<file path="src/rtl/sync_fifo_pkg.sv">
// Build-time options for sync_fifo. Defining SYNC_FIFO_FWFT_EN selects first-word-fall-through mode.
package sync_fifo_pkg;

`ifdef SYNC_FIFO_FWFT_EN
  localparam bit FWFT_MODE = 1'b1;
`else
  localparam bit FWFT_MODE = 1'b0;
`endif

endpackage

</file>
<file path="src/rtl/sync_fifo_mem.sv">
// Storage array for sync_fifo: one write port, one registered read port. Array is never cleared.
module sync_fifo_mem
  import sync_fifo_pkg::*;
#(
  parameter int DATA_WIDTH = 16,
  parameter int ADDR_BITS  = 5
) (
  input  logic                  clk,
  input  logic                  reset,
  input  logic                  we,
  input  logic [ADDR_BITS-1:0]  waddr,
  input  logic [DATA_WIDTH-1:0] wdata,
  input  logic                  re,
  input  logic [ADDR_BITS-1:0]  raddr,
  output logic [DATA_WIDTH-1:0] rdata
);

  logic [DATA_WIDTH-1:0] ram [2**ADDR_BITS];

  always_ff @(posedge clk) begin
    if (we) ram[waddr] <= wdata;
  end

  // Read-before-write on a shared address; only the read register is reset.
  always_ff @(posedge clk) begin
    if (reset)   rdata <= '0;
    else if (re) rdata <= ram[raddr];
  end

endmodule

</file>
<file path="src/rtl/sync_fifo.sv">
// Synchronous FIFO with registered flags and sticky error bits.
// SYNC_FIFO_FWFT_EN (via sync_fifo_pkg::FWFT_MODE) builds the first-word-fall-through variant.
module sync_fifo
  import sync_fifo_pkg::*;
#(
  parameter int DATA_WIDTH = 16,
  parameter int ADDR_BITS  = 5,
  parameter int AFULL_LVL  = (2**ADDR_BITS) - 2,
  parameter int AEMPTY_LVL = 2
) (
  input  logic                  clk,
  input  logic                  reset,
  input  logic                  wr_en,
  input  logic [DATA_WIDTH-1:0] wr_data,
  input  logic                  rd_en,
  output logic [DATA_WIDTH-1:0] rd_data,
  output logic                  full,
  output logic                  empty,
  output logic                  almost_full,
  output logic                  almost_empty,
  output logic [ADDR_BITS:0]    count,
  output logic                  overflow,
  output logic                  underflow
);

  localparam int CW = ADDR_BITS + 1;
  localparam logic [ADDR_BITS:0] DEPTH_C  = CW'(2**ADDR_BITS);
  localparam logic [ADDR_BITS:0] AFULL_C  = CW'(AFULL_LVL);
  localparam logic [ADDR_BITS:0] AEMPTY_C = CW'(AEMPTY_LVL);

  logic [ADDR_BITS-1:0]  wr_ptr, rd_ptr;
  logic [ADDR_BITS:0]    count_next;
  logic [DATA_WIDTH-1:0] mem_rdata;
  logic                  wr_acc, rd_acc, ram_re;

  // Handshake: a read is taken when rd_en=1 and empty=0; a write is taken when
  // wr_en=1 and either not full or a read is taken at the same edge.
  // Any request not taken sets its sticky error bit.
  assign rd_acc = rd_en & ~empty;
  assign wr_acc = wr_en & (~full | rd_acc);

  always_comb begin
    count_next = count;
    case ({wr_acc, rd_acc})
      2'b10:   count_next = count + CW'(1);
      2'b01:   count_next = count - CW'(1);
      default: count_next = count;
    endcase
  end

  always_ff @(posedge clk) begin
    if (reset) begin
      wr_ptr       <= '0;
      rd_ptr       <= '0;
      count        <= '0;
      full         <= 1'b0;
      almost_full  <= 1'b0;
      almost_empty <= 1'b1;
      overflow     <= 1'b0;
      underflow    <= 1'b0;
    end else begin
      wr_ptr       <= wr_ptr + ADDR_BITS'(wr_acc);
      rd_ptr       <= rd_ptr + ADDR_BITS'(ram_re);
      count        <= count_next;
      full         <= (count_next == DEPTH_C);
      almost_full  <= (count_next >= AFULL_C);
      almost_empty <= (count_next <= AEMPTY_C);
      overflow     <= overflow  | (wr_en & ~wr_acc);
      underflow    <= underflow | (rd_en & ~rd_acc);
    end
  end

  sync_fifo_mem #(
    .DATA_WIDTH (DATA_WIDTH),
    .ADDR_BITS  (ADDR_BITS)
  ) u_mem (
    .clk   (clk),
    .reset (reset),
    .we    (wr_acc),
    .waddr (wr_ptr),
    .wdata (wr_data),
    .re    (ram_re),
    .raddr (rd_ptr),
    .rdata (mem_rdata)
  );

  if (FWFT_MODE) begin : g_fwft
    // Two-stage prefetch: RAM read register (stage a) feeds the output register.
    // count covers words in RAM, in stage a and in the output register.
    logic [ADDR_BITS:0]    ram_cnt;
    logic                  a_valid, a_to_out;
    logic [DATA_WIDTH-1:0] out_q;

    assign a_to_out = a_valid & (empty | rd_acc);
    assign ram_re   = (ram_cnt != '0) & (~a_valid | a_to_out);
    assign rd_data  = out_q;

    always_ff @(posedge clk) begin
      if (reset) begin
        ram_cnt <= '0;
        a_valid <= 1'b0;
        out_q   <= '0;
        empty   <= 1'b1;
      end else begin
        ram_cnt <= ram_cnt + CW'(wr_acc) - CW'(ram_re);
        a_valid <= ram_re | (a_valid & ~a_to_out);
        if (a_to_out) out_q <= mem_rdata;
        empty   <= ~(a_to_out | (~empty & ~rd_acc));
      end
    end
  end else begin : g_std
    assign ram_re  = rd_acc;
    assign rd_data = mem_rdata;

    always_ff @(posedge clk) begin
      if (reset) empty <= 1'b1;
      else       empty <= (count_next == '0);
    end
  end

endmodule

</file>
<file path="config.mk">
export PLATFORM = sky130hd
export DESIGN_NAME = sync_fifo
export DESIGN_NICKNAME = d
export VERILOG_FILES = /design/src/rtl/sync_fifo_pkg.sv /design/src/rtl/sync_fifo_mem.sv /design/src/rtl/sync_fifo.sv
export SDC_FILE = /design/constraint.sdc
export NUM_CORES = 1
export LEC_CHECK = 0
export BUFFER_PORTS_ARGS = -buffer_cell sky130_fd_sc_hd__buf_2
export CAP_MARGIN = 0
export CORE_UTILIZATION = 35
export DETAILED_ROUTE_END_ITERATION = 8
export GPL_TIMING_DRIVEN = 0
export HOLD_SLACK_MARGIN = 0.1
export PLACE_DENSITY = 0.47
export SLEW_MARGIN = 5
export SYNTH_ARGS = -nofsm -noshare
export SYNTH_HDL_FRONTEND = slang
export SYNTH_SLANG_ARGS = --single-unit
</file>
<file path="constraint.sdc">
create_clock -name clk -period 8.9 [get_ports clk]
set_input_delay 1.78 -clock clk [delete_from_list [all_inputs] [get_ports clk]]
set_output_delay 1.78 -clock clk [all_outputs]
set_load 0.02 [all_outputs]
</file>
======== Word-level counts from Yosys, hierarchy flattened ========
Memory sizes are Yosys's and may differ from the RTL's. A register that Yosys moved wholly into a read port is not among the register bits.
Index checks and enable logic that the tools add are counted.
operators by class
  order comparisons ....................... 2
  reductions and logical operators ........ 1
  multiplexer cells ....................... 3
  bitwise gates (word level) .............. 11
  shift-type cells ........................ 0
  add/subtract/negate cells ............... 4
  multiply operators ...................... 0
  div/mod/pow operators ................... 0
  eq/ne operators ......................... 3
operators with widths
  operator                                                           count
  case mux 6 bit (2 select lines)                                    1
  adder 5 x 1 -> 5 bit                                               2
  adder 6 x 1 -> 6 bit, second input constant                        1
  == test 6 bit, second input constant                               1
  greater-or-equal comparator 6 x 5 -> 1 bit, second input constant  1
  less-or-equal comparator 6 x 2 -> 1 bit, second input constant     1
  zero test 6 bit                                                    1
  subtractor 6 x 1 -> 6 bit, second input constant                   1
  bitwise AND 1 bit                                                  4
  inverter 1 bit                                                     4
  OR 1 bit                                                           3
  == test 2 x 1 -> 1 bit, second input constant                      1
  == test 2 bit, second input constant                               1
  two-way mux 1 bit                                                  2
word-level totals
  output and inout bits ................... 28
  bits in read-only memories .............. 0
  word-level logic and storage cells ...... 34
  bits in writable memories ............... 512
  input port bits ......................... 20
  latch bits .............................. 0
  register bits ........................... 22
  memories kept ........................... 1
memories
  memory     depth  width  read ports  clocked after memory_dff  wr ports  line                 RTL
  u_mem.ram  32     16     1           1                         1         sync_fifo_mem.sv:18  logic [DATA_WIDTH-1:0] ram [2**ADDR_BITS];

======== Longest topological paths before layout ========
  depth in word-level cells ............... 7
  depth in mapped cells ................... 13
  depth with buffers taken out ............ 12

======== Modules after synthesis ========
Synthesis repeated with hierarchy kept, for this count alone.
unflattened totals
  cell total of the unflattened synthesis .. 1,257
  area total of the unflattened synthesis .. 21,624.5 sq um
by module, submodules not included
  module         cells each  area each (sq um)  sequential area each (sq um)  instances
  sync_fifo_mem  1,146       20,538.4           15,695.1                      1
  sync_fifo      111         1,086.0            440.4                         1

======== Worst setup path before layout ========
Ideal clock, no wire load.
  kind .................................... input to register
  start point ............................. in rd_en
  end point ............................... reg almost_full
  arrival ................................. 3.987 ns
  buffers on the path ..................... 1
  path slack .............................. 4.842 ns
  setup time .............................. 0.071 ns
  stages on the path ...................... 13
  required time ........................... 8.829 ns
  cells stage by stage .................... nand2b_1 > nand2_1 > nand2_1 > ha_1 > buf_1 > xor2_1 > ha_1 > a21oi_1 > nor2b_1 > o211ai_1 > xor2_1 > or4_1 > a21oi_1
between the ends
  word-level cells in the longest chain between the ends .. 6
  elaborated cells between the ends (all ways) .. 7
  classes of those cells .................. order compare (1); eq/ne (2); mux (1); bitwise (3)
ends and longest elaborated chain
  item                                                            line             RTL
  start: declaration                                              sync_fifo.sv:15  input logic rd_en,
  bitwise AND 1 bit *                                             sync_fifo.sv:39  assign rd_acc = rd_en & ~empty;
  OR 1 bit                                                        sync_fifo.sv:40  assign wr_acc = wr_en & (~full | rd_acc);
  bitwise AND 1 bit                                               sync_fifo.sv:40
  == test 2 x 1 -> 1 bit / == test 2 bit (equally long branches)  sync_fifo.sv:44  case ({wr_acc, rd_acc})
  case mux 6 bit (2 select lines) *                               sync_fifo.sv:44
  greater-or-equal comparator 6 x 5 -> 1 bit *                    sync_fifo.sv:66  almost_full <= (count_next >= AFULL_C);
  end signal: assignment                                          sync_fifo.sv:66
  end: declaration                                                sync_fifo.sv:19  output logic almost_full,
Mark *: on every way between the ends. The rest lies on a longest branch, timed or not.
A chain may end at the register's enable or synchronous reset.

======== Final worst setup path ========
Ends and elaborated chain as after synthesis.

==> run metrics <==
Critical Path Fanout Max 10; GRT Total Usage 16.9%; Syn Nets 1011; synth warn 0; Avg WL per Cell 25.8 um; Worst Min Path Start u_mem.rdata[15]; critical path startpoint category primary input; Setup CP Type in2reg; Post-Syn Area per Cell 21.5 um^2; clock buffer depth 3; flops & latches, synth 550; CP startpoint rd_en; reg2reg path depth 6; Max Clock Freq 253 MHz; Setup Skew 15.4 ps; Slew headroom 24.0%; crit path to almost_full; # rows 89; GRT overflow 0; diodes inserted 0; Worst EP required 9440 ps; initial antenna violation count 0; # IOs 48; leakage 7.61 nW; hold slack 451 ps; die area 61500 um^2; HPWL after DPL 33000 um; P&R area growth vs syn 16.7%; fin crit period 3950 ps; Mapped Cells 984; pin count of the biggest net entering global routing 33; Post-synth EDFFs 512; overall power 0.00591 W; DRC Markers 0; worst r2r src rd_ptr[2]; CTS root buffer clkbuf_16; Worst VDD drop 0.142 mV; # fillers 5186; CTS Buf Count 57; post-route setup TNS 0 ps; core area 59400 um^2; Final Core Density 41.6%; number of cells on the worst hold path 2; outcome finished clean; Final Cycle Share 44.4%; Via Count 9969; PostCTS Resize Cnt 0; WL final 50000 um; post-synthesis sequential area ratio 76.2%; H-tree levels 2; critical path arrival 4500 ps; fin. max-slew vios 0; Initial Utilization 35.7%; Detailed Routing Iterations Pass 1 4; Post-synth ARST share 0%; IO buf count 47; iteration-0 DRC count of the detailed router 759; DIE WIDTH 248 um; Hold-fix buffers, CTS 0; share of cells above drive strength 1 31.8%; unrepaired setup endpoints after global routing false; min-delay worst type reg2reg; clk sinks 550; Avg Vias per Cell 5.14; CTS tree yes; vias in the first global route 10400; fin area 24700 um^2; # Post-CTS Setup Buffers 0; Worst-path clk slew 60 ps; Slew @ Worst Pin 1140 ps; Post-Syn Area 21200 um^2; Die H 248 um; PD cells 239 nW/um^2; Final GP Congestion 0.759; nets@finish 1149; reg2reg end u_mem.rdata[4]; endpoints failing setup 0; Max Cap Viol 0; Worst-Skew Late Latency 620 ps; Synth cell types 41; Final ANT Viol Nets 0; DP Area 23000 um^2; Final Hold Viols 0; first-pass GRT wire length 73100 um; Worst setup EP type flip-flop; Top FF cell, synth edfxtp_1; R2R setup slack 5650 ps
==> layer usage <==
layer / vias to the layer above / track usage [%] / share of wire, %
met3: 71 / 3.16 / 4.7
li1: 4355 / - / -
met2: 217 / 27.3 / 48
met5: - / 0 / 0
met4: 0 / 4.73 / 2.0
met1: 5326 / 23.3 / 45
==> registers in the layout, summed over array words and instances, names as in the netlist <==
signal,flops
full,1
count,6
overflow,1
wr_ptr,5
u_mem.ram,512
almost_empty,1
underflow,1
u_mem.rdata,16
almost_full,1
empty,1
rd_ptr,5
==> synth_stat cells (2+ instances only) <==
cell	instances	area (um^2)
inv_1	2	7.51
mux4_2	144	3240
or3b_2	2	17.5
buf_6	5	56.3
nand3_1	13	65.1
buf_1	7	26.3
mux2_2	20	225
mux2i_1	13	130
buf_2	14	70.1
xnor2_1	5	43.8
nand2b_1	3	18.8
or3_1	3	18.8
ha_1	7	87.6
edfxtp_1	512	15400
nand2_1	34	128
a21oi_1	8	40.0
clkbuf_1	26	97.6
o22ai_1	10	62.6
o2111ai_1	6	52.6
nor2_1	54	203
nor2b_1	16	100
o211ai_1	3	22.5
or2_2	2	12.5
dfxtp_1	38	761
xor2_1	8	70.1
nand3b_1	5	37.5
o31ai_1	10	75.1
==> cells in the final DEF, fill, tap and decap left out, types with 8 or more instances in the layout <==
cell type  synthesis  layout
o22ai_1           10      10
nor2_2             0      32
nor2_1            54      22
clkbuf_16          0      57
buf_2             14      61
clkbuf_1          26      40
nand2_1           34      34
mux2i_1           13      13
clkinv_1           0      18
buf_8              0      30
xor2_1             8       8
nor2b_1           16      16
edfxtp_1         512     512
o31ai_1           10      10
mux4_2           144     144
a21oi_1            8       8
nand3_1           13      13
mux2_2            20      20
dfxtp_1           38      38
==> how the worst min path moves through the flow <==
stage                            to  slack, ps
floorplan            u_mem.rdata[0]        520
global placement     u_mem.rdata[0]        440
detailed placement   u_mem.rdata[9]        440
CTS                 u_mem.rdata[14]        450
global route        u_mem.rdata[15]        460
finish              u_mem.rdata[15]        450
==> final cells by class <==
type	instances	area [um^2]	area share [%]
Buffer	53	258	1.04
Clock buffer	71	1480	5.99
Multi-Input combinational cell	379	4840	19.6
Timing Repair Buffer	79	741	3.00
Sequential cell	550	16100	65.4
Tap cell	773	967	3.92
Inverter	2	7.51	0.0304
Clock inverter	32	260	1.05
==> cell families (layout without fill, tap and decap cells) <==
kind of cell / after synthesis / after routing / synth area share [%]
AO/OA/AOI/OAI: 42 / 42 / 1.40
AND/OR/NAND/NOR: 140 / 140 / 3.15
adder cells (fa/ha/maj): 7 / 7 / 0.414
XOR/XNOR: 13 / 13 / 0.538
multiplexers: 177 / 177 / 17.0
flip-flops: 550 / 550 / 76.2
buffers and inverters: 55 / 237 / 1.25
==> worst max-delay path: stages <==
cell	delay, ps
buf_2	110
nand2b_1	150
nand2_1	70
nand2_1	190
ha_1	250
buf_1	380
xor2_1	180
ha_1	210
a21oi_1	80
nor2b_1	120
o211ai_1	100
xor2_1	190
or4_1	530
a21oi_1	150
==> report_power, final <==
part	switching [W]	leakage [nW]	internal [W]	total, W
sequential	0.0000301	4.92	0.00287	0.00290
clock	0.000969	0.850	0.00129	0.00226
combinational	0.000403	1.84	0.000344	0.000748
==> stage by stage <==
step / setup WS (ps) / std cells
after floorplan: 4840 / 984
after global placement: 4000 / 1804
after detailed placement: 4340 / 1836
after CTS: 4990 / 1939
after global routing: 4670 / 1939
final: 4950 / 1939
Power figures use the tool's default switching activity.
